**src/rtl/giro_quad_decoder.sv**
```systemverilog
// Quadrature rotation decoder: sync + glitch filter on d1/d2, x4 Gray-code step decode, position count, direction FSM.
// Latency: an input change sampled at edge 0 and held updates step/count/x1/x2 at edge FILT_LEN+2.
// Backpressure: none; en=0 freezes count, flags, FSM and idle timer while the reference pair keeps tracking.
//
// Ports:
//   clk, rst         rising-edge clock, asynchronous active-high reset
//   d1, d2           raw sensor lines A/B, asynchronous to clk
//   en               step enable (0 = count and direction frozen)
//   clr              synchronous clear of count, err, ovf (wins over a coincident step)
//   x1, x2           registered direction flags (forward / reverse), never both 1
//   step             one-cycle pulse per accepted legal step
//   count            CNT_W-bit position count
//   err, ovf         sticky illegal-transition and wrap/saturation flags
//
// Build option: define GIRO_QUAD_SAT_EN to make count saturate at its ends instead of wrapping.

module giro_quad_decoder #(
  parameter int CNT_W    = 8,
  parameter int FILT_LEN = 2,
  parameter int IDLE_CYC = 255
) (
  input  logic             clk,
  input  logic             rst,
  input  logic             d1,
  input  logic             d2,
  input  logic             en,
  input  logic             clr,
  output logic             x1,
  output logic             x2,
  output logic             step,
  output logic [CNT_W-1:0] count,
  output logic             err,
  output logic             ovf
);

  localparam int FW = $clog2(FILT_LEN + 1);
  localparam int TW = $clog2(IDLE_CYC + 1);
  localparam int PW = $clog2(FILT_LEN + 3);

  localparam logic [FW-1:0]    FILT_LAST  = FW'(FILT_LEN - 1);
  localparam logic [TW-1:0]    TMR_LAST   = TW'(IDLE_CYC - 1);
  localparam logic [PW-1:0]    PRIME_LAST = PW'(FILT_LEN + 2);
  localparam logic [CNT_W-1:0] CNT_ONE    = CNT_W'(1);
  localparam logic [CNT_W-1:0] CNT_MAX    = {CNT_W{1'b1}};

  typedef enum logic [1:0] {
    S_IDLE = 2'd0,
    S_FWD  = 2'd1,
    S_REV  = 2'd2
  } state_t;

  // Input path: bit 0 = d1, bit 1 = d2
  logic [1:0]         meta_q, sync_q;
  logic [1:0]         f_q, f_d;
  logic [1:0][FW-1:0] fcnt_q, fcnt_d;
  logic [1:0]         q_q;
  logic [PW-1:0]      pcnt_q, pcnt_d;
  logic               primed_q, primed_d;

  // Decode / datapath
  logic               fwd, rev, ill, act;
  logic               step_q, step_d;
  logic [CNT_W-1:0]   count_q, count_d;
  logic               err_q, err_d;
  logic               ovf_q, ovf_d;

  // Direction FSM
  state_t             state_q, state_d;
  logic [TW-1:0]      tmr_q, tmr_d;
  logic               x1_q, x1_d, x2_q, x2_d;

  // Stability filter: f follows sync only after FILT_LEN consecutive differing cycles;
  // any cycle where sync agrees with f again discards the partial run.
  always_comb begin
    f_d    = f_q;
    fcnt_d = '0;
    for (int b = 0; b < 2; b++) begin
      if (sync_q[b] != f_q[b]) begin
        if (fcnt_q[b] == FILT_LAST) begin
          f_d[b] = sync_q[b];
        end else begin
          fcnt_d[b] = fcnt_q[b] + 1'b1;
        end
      end
    end
  end

  // The filter output is only trustworthy once the synchroniser and filter have
  // flushed their reset values; until then q just tracks f and nothing is decoded.
  always_comb begin
    pcnt_d   = (pcnt_q == PRIME_LAST) ? pcnt_q : pcnt_q + 1'b1;
    primed_d = primed_q | (pcnt_q == PRIME_LAST);
  end

  // Gray-code decode of old reference q against new filtered pair {f2,f1}
  always_comb begin
    fwd = 1'b0;
    rev = 1'b0;
    case ({q_q, f_q})
      4'b00_01, 4'b01_11, 4'b11_10, 4'b10_00: fwd = 1'b1;
      4'b00_10, 4'b10_11, 4'b11_01, 4'b01_00: rev = 1'b1;
      default: ;
    endcase
    ill = ((q_q ^ f_q) == 2'b11);
    act = en & primed_q;
  end

  // Count / flags
  always_comb begin
    count_d = count_q;
    err_d   = err_q;
    ovf_d   = ovf_q;
    step_d  = 1'b0;
    if (clr) begin
      count_d = '0;
      err_d   = 1'b0;
      ovf_d   = 1'b0;
    end else if (act) begin
      if (ill) begin
        err_d = 1'b1;
      end else if (fwd) begin
        step_d = 1'b1;
        if (count_q == CNT_MAX) begin
          ovf_d = 1'b1;
`ifdef GIRO_QUAD_SAT_EN
          count_d = count_q;
`else
          count_d = '0;
`endif
        end else begin
          count_d = count_q + CNT_ONE;
        end
      end else if (rev) begin
        step_d = 1'b1;
        if (count_q == '0) begin
          ovf_d = 1'b1;
`ifdef GIRO_QUAD_SAT_EN
          count_d = count_q;
`else
          count_d = CNT_MAX;
`endif
        end else begin
          count_d = count_q - CNT_ONE;
        end
      end
    end
  end

  // FSM next state; a step always takes precedence over an expiring timer
  always_comb begin
    state_d = state_q;
    tmr_d   = tmr_q;
    if (act) begin
      if (ill) begin
        state_d = S_IDLE;
        tmr_d   = '0;
      end else if (fwd) begin
        state_d = S_FWD;
        tmr_d   = '0;
      end else if (rev) begin
        state_d = S_REV;
        tmr_d   = '0;
      end else if (state_q != S_IDLE) begin
        if (tmr_q == TMR_LAST) begin
          state_d = S_IDLE;
          tmr_d   = '0;
        end else begin
          tmr_d = tmr_q + 1'b1;
        end
      end
    end
  end

  // FSM outputs, decoded from the next state so the registered flags equal the state
  always_comb begin
    x1_d = (state_d == S_FWD);
    x2_d = (state_d == S_REV);
  end

  // State registers
  always_ff @(posedge clk or posedge rst) begin
    if (rst) begin
      meta_q   <= '0;
      sync_q   <= '0;
      f_q      <= '0;
      fcnt_q   <= '0;
      q_q      <= '0;
      pcnt_q   <= '0;
      primed_q <= 1'b0;
      step_q   <= 1'b0;
      count_q  <= '0;
      err_q    <= 1'b0;
      ovf_q    <= 1'b0;
      state_q  <= S_IDLE;
      tmr_q    <= '0;
      x1_q     <= 1'b0;
      x2_q     <= 1'b0;
    end else begin
      meta_q   <= {d2, d1};
      sync_q   <= meta_q;
      f_q      <= f_d;
      fcnt_q   <= fcnt_d;
      q_q      <= f_q;
      pcnt_q   <= pcnt_d;
      primed_q <= primed_d;
      step_q   <= step_d;
      count_q  <= count_d;
      err_q    <= err_d;
      ovf_q    <= ovf_d;
      state_q  <= state_d;
      tmr_q    <= tmr_d;
      x1_q     <= x1_d;
      x2_q     <= x2_d;
    end
  end

  assign x1    = x1_q;
  assign x2    = x2_q;
  assign step  = step_q;
  assign count = count_q;
  assign err   = err_q;
  assign ovf   = ovf_q;

endmodule

```
**config.mk**
```make
export PLATFORM = sky130hd
export DESIGN_NAME = giro_quad_decoder
export DESIGN_NICKNAME = d
export VERILOG_FILES = /design/src/rtl/giro_quad_decoder.sv
export SDC_FILE = /design/constraint.sdc
export NUM_CORES = 1
export LEC_CHECK = 0
export ABC_AREA = 1
export ABC_CLOCK_PERIOD_IN_PS = 3950
export CORE_MARGIN = 2
export CORE_UTILIZATION = 62
export DETAILED_ROUTE_END_ITERATION = 16
export PLACE_DENSITY = 0.84
export SKIP_CTS_REPAIR_TIMING = 1
export SYNTH_ARGS = -nofsm -noshare
export SYNTH_HDL_FRONTEND = slang
export SYNTH_SLANG_ARGS = --single-unit
```
**constraint.sdc**
```tcl
create_clock -name clk -period 3.95 [get_ports clk]
set_clock_uncertainty 0.1 [all_clocks]
set_input_delay 0.79 -clock clk [delete_from_list [all_inputs] [get_ports clk]]
set_output_delay 0.79 -clock clk [all_outputs]
set_load 0.005 [all_outputs]
```
==> tab_implementation.tex <==
\begin{tabular}{lr}
\hline
Metric & Value \\
\hline
\multicolumn{2}{l}{\textbf{Worst setup path}} \\
Instance count on the critical path & 1 \\
Critical path arrival & 1.44 ns \\
Worst R2R Path Depth & 9 \\
Worst Path Buf+Inv & 1 \\
Critical path cell sequence & clkdlybuf4s50\_1 \\
Capturing element type of the critical path & output pin \\
Slowest stage delay, CP & 0.57 ns \\
Startpoint type of the worst setup path & flop \\
Data required time of the critical path & 3.06 ns \\
Critical setup path kind & flop to output pin \\
Kind of cell adding the most delay to the critical path & flip-flops \\
Slowest-stage cell, CP & sky130\_fd\_sc\_hd\_\_dfrtp\_1 \\
Largest driver fanout on the critical path & 11 \\
\multicolumn{2}{l}{\textbf{Yosys}} \\
Cells after Synth & 320 \\
Ranking of synthesized cells by area & sky130\_fd\_sc\_hd\_\_dfrtp\_1, sky130\_fd\_sc\_hd\_\_nand2\_1, sky130\_fd\_sc\_hd\_\_inv\_1 \\
\#FFs+latches synth & 39 \\
Number of enable-type register cells in the synthesized netlist & 0 \\
Post-Syn Area per Cell & 7.28 um2 \\
Netlist Area Pre-Place & 0.00233 mm2 \\
Library cell with the largest summed area after synthesis & sky130\_fd\_sc\_hd\_\_dfrtp\_1 \\
Most numerous cell in the Yosys netlist & sky130\_fd\_sc\_hd\_\_nand2\_1 \\
Fraction of post-synthesis cell area in the top cell type by area & 41.9\% \\
Synthesis warning total & 0 \\
Fraction of synthesis flops using an asynchronous set or reset pin & 100\% \\
Syn nets & 333 \\
Most instantiated cells after synthesis & sky130\_fd\_sc\_hd\_\_nand2\_1, sky130\_fd\_sc\_hd\_\_inv\_1, sky130\_fd\_sc\_hd\_\_dfrtp\_1, sky130\_fd\_sc\_hd\_\_nor2\_1, sky130\_fd\_sc\_hd\_\_nand3\_1 \\
Count of different cell masters after synthesis & 24 \\
Most used DFF post-synth & sky130\_fd\_sc\_hd\_\_dfrtp\_1 \\
Fraction of the yosys area taken by sequential cells & 41.9\% \\
\multicolumn{2}{l}{\textbf{GRT}} \\
Initial antenna violation count & 0 \\
Global-route wire length before repair & 8280 um \\
Vias in the first global route & 1895 \\
Largest net degree at the start of global routing & 21 \\
Overflow after GRT & 0 \\
Total global-route track usage & 25.3\% \\
\multicolumn{2}{l}{\textbf{Timing}} \\
Worst max-slew margin expressed relative to the limit & 54.4\% \\
Transition at the pin with the smallest max-transition slack & 0.683 ns \\
Total setup violations reported at the end of the flow & 0 \\
Tcrit/Tclk final & 58.9\% \\
Total count of hold-check failures in the final report & 0 \\
Setup repair after global routing missed its margin & false \\
Total negative slack for setup checks & 0 ns \\
Maximum operating frequency & 0.430 GHz \\
Number of pins with negative max-slew slack in the final report & 0 \\
Post-layout min period & 2.33 ns \\
\multicolumn{2}{l}{\textbf{CTS}} \\
CTS sink count & 39 \\
Deepest level of the CTS H-tree & 2 \\
Cell chosen for the clock root & sky130\_fd\_sc\_hd\_\_clkbuf\_8 \\
Clock Pin Slew Worst Setup and Hold Paths & 0.08 ns \\
Deepest clock path buffer count & 2 \\
Number of buffers inserted during clock tree synthesis & 5 \\
CTS tree & yes \\
Source-to-sink clock delay at the later pin of the worst-skew pair & 0.30 ns \\
\multicolumn{2}{l}{\textbf{Min path}} \\
Worst Hold Path Cells & 0 \\
Worst min-delay path category & flop to flop \\
\multicolumn{2}{l}{\textbf{Power}} \\
Maximum resistive drop on vdd & 0.551 mV \\
Leakage & 1.40 nW \\
Pwr Density & 734 mW/mm2 \\
\multicolumn{2}{l}{\textbf{Place}} \\
Post-detail-place hpwl & 3540 um \\
Placed insts & 382 \\
RePlAce Congestion & 0.963 \\
Count of buffers inserted at the top-level ports & 18 \\
\multicolumn{2}{l}{\textbf{Final layout}} \\
Non-filler instance count after layout & 390 \\
Final-stage net count & 354 \\
Fraction of layout cells with a size suffix above 1 & 9.36\% \\
Antenna diode count & 0 \\
Final core occ & 73.0\% \\
Layout Area Growth over Synthesis & 13.8\% \\
\multicolumn{2}{l}{\textbf{Drt}} \\
DRC violations left & 0 \\
Final ANT Viol Nets & 0 \\
Met1 WL & 2130 um \\
Number of design-rule violations left by the first detailed-router iteration & 154 \\
Number of detailed-route iterations in the first pass & 4 \\
DR WL met2 & 2100 um \\
Met3 wire len & 326 um \\
Via count & 2079 \\
Wire length after detailed routing & 4640 um \\
Average wire length per cell after detail routing & 11.9 um \\
Mean number of vias per cell & 5.33 \\
Top metal layer carrying routed signals & met4 \\
\multicolumn{2}{l}{\textbf{Status}} \\
Run status & finished clean \\
\multicolumn{2}{l}{\textbf{Floorplan}} \\
Number of placement rows & 22 \\
Initial core utilization & 64.2\% \\
Die boundary height & 65.3 um \\
Core region area & 0.00363 mm2 \\
Die extent in x & 65.3 um \\
Die outline area & 0.00427 mm2 \\
Top Ports & 19 \\
\multicolumn{2}{l}{\textbf{Job}} \\
Max Cap Viol & 0 \\
\hline
\end{tabular}
-- layout make-up --
| type | count | area (um2) |
|---|---|---|
| sequential | 39 | 976 |
| clock inverter | 3 | 43.8 |
| multi-input combinational | 224 | 1120 |
| fill | 302 | 980 |
| tap | 48 | 60.1 |
| clock buffer | 5 | 68.8 |
| timing repair buffer | 19 | 188 |
| inverter | 52 | 198 |
-- logic make-up after synthesis --
family                     Yosys count  share of synthesized area, %
and+or+nand+nor                    181                          34.7
buffers and inverters               57                          10.1
DFF                                 39                          41.9
AOI/OAI and AO/OA                   26                          5.80
xor gates and xnor gates            10                          3.76
adders and majority gates            7                          3.76
-- layout by cell type, fill, tap and decap left out --
| cell | netlist | final |
|---|---|---|
| sky130_fd_sc_hd__nand3_1 | 28 | 28 |
| sky130_fd_sc_hd__ha_1 | 7 | 7 |
| sky130_fd_sc_hd__o21a_1 | 1 | 1 |
| sky130_fd_sc_hd__nand4_1 | 10 | 10 |
| sky130_fd_sc_hd__clkinv_4 | 0 | 1 |
| sky130_fd_sc_hd__inv_2 | 7 | 7 |
| sky130_fd_sc_hd__nand2_4 | 4 | 4 |
| sky130_fd_sc_hd__xor2_1 | 3 | 3 |
| sky130_fd_sc_hd__nand2_1 | 94 | 94 |
| sky130_fd_sc_hd__nor3_1 | 3 | 3 |
| sky130_fd_sc_hd__clkinv_2 | 0 | 1 |
| sky130_fd_sc_hd__bufinv_16 | 0 | 1 |
| sky130_fd_sc_hd__nor2_1 | 31 | 31 |
| sky130_fd_sc_hd__clkbuf_8 | 0 | 5 |
| sky130_fd_sc_hd__inv_4 | 1 | 1 |
| sky130_fd_sc_hd__nand3_2 | 1 | 1 |
| sky130_fd_sc_hd__nand2_2 | 6 | 6 |
| sky130_fd_sc_hd__dfrtp_1 | 39 | 39 |
| sky130_fd_sc_hd__buf_4 | 0 | 1 |
| sky130_fd_sc_hd__a21oi_1 | 3 | 3 |
| sky130_fd_sc_hd__inv_1 | 44 | 44 |
| sky130_fd_sc_hd__o31ai_1 | 1 | 1 |
| sky130_fd_sc_hd__o21ai_1 | 9 | 9 |
| sky130_fd_sc_hd__nor2_4 | 1 | 1 |
| sky130_fd_sc_hd__clkdlybuf4s50_1 | 0 | 18 |
| sky130_fd_sc_hd__o21ai_0 | 12 | 12 |
| sky130_fd_sc_hd__nor2_2 | 3 | 3 |
| sky130_fd_sc_hd__xnor2_1 | 7 | 7 |
-- final timing paths --
check / slack [ns] / endpoint / from
max: 1.62 / count[5] / count[5]
max in group asynchronous: 2.23 / count[6] / rst
min reg2reg: 0.25 / sync_q[1] / meta_q[1]
max reg2reg: 2.14 / count[6] / count[0]
min: 0.25 / sync_q[1] / meta_q[1]
min in group asynchronous: 0.80 / pcnt_q[2] / rst
-- state kept, by name, summed over array words and instances (netlist names) --
name      cells
step          1
x1            1
count         8
meta_q        2
primed_q      1
q_q           2
ovf           1
fcnt_q        4
sync_q        2
f_q           2
tmr_q         8
x2            1
pcnt_q        3
err           1
state_q       2
-- routing by layer --
metal	vias up	track usage [%]
met5	-	0
met4	0	10.2
met3	9	5.48
met2	77	38.8
met1	956	34.9
li1	1037	-
-- report_power, final --
part / internal, mW / switching (mW)
sequential: 0.501 / 0.158
combinational: 0.383 / 0.577
clock: 0.188 / 0.141
total: 1.07 / 0.876
-- stage by stage --
| stage | instance area (um2) | hold slack, ns | total power, mW | setup WS (ns) |
|---|---|---|---|---|
| 2_1_floorplan | 2330 | 0.231 | 1.36 | 2.17 |
| 3_3_place_gp | 2540 | 0.233 | 1.59 | 1.75 |
| 3_5_place_dp | 2540 | 0.239 | 1.61 | 1.76 |
| 4_1_cts | 2650 | 0.253 | 1.94 | 1.63 |
| 5_1_grt | 2650 | 0.261 | 2.13 | 1.56 |
| 6_report | 2650 | 0.247 | 1.95 | 1.62 |
No activity file was read; power rests on OpenSTA's default activity.
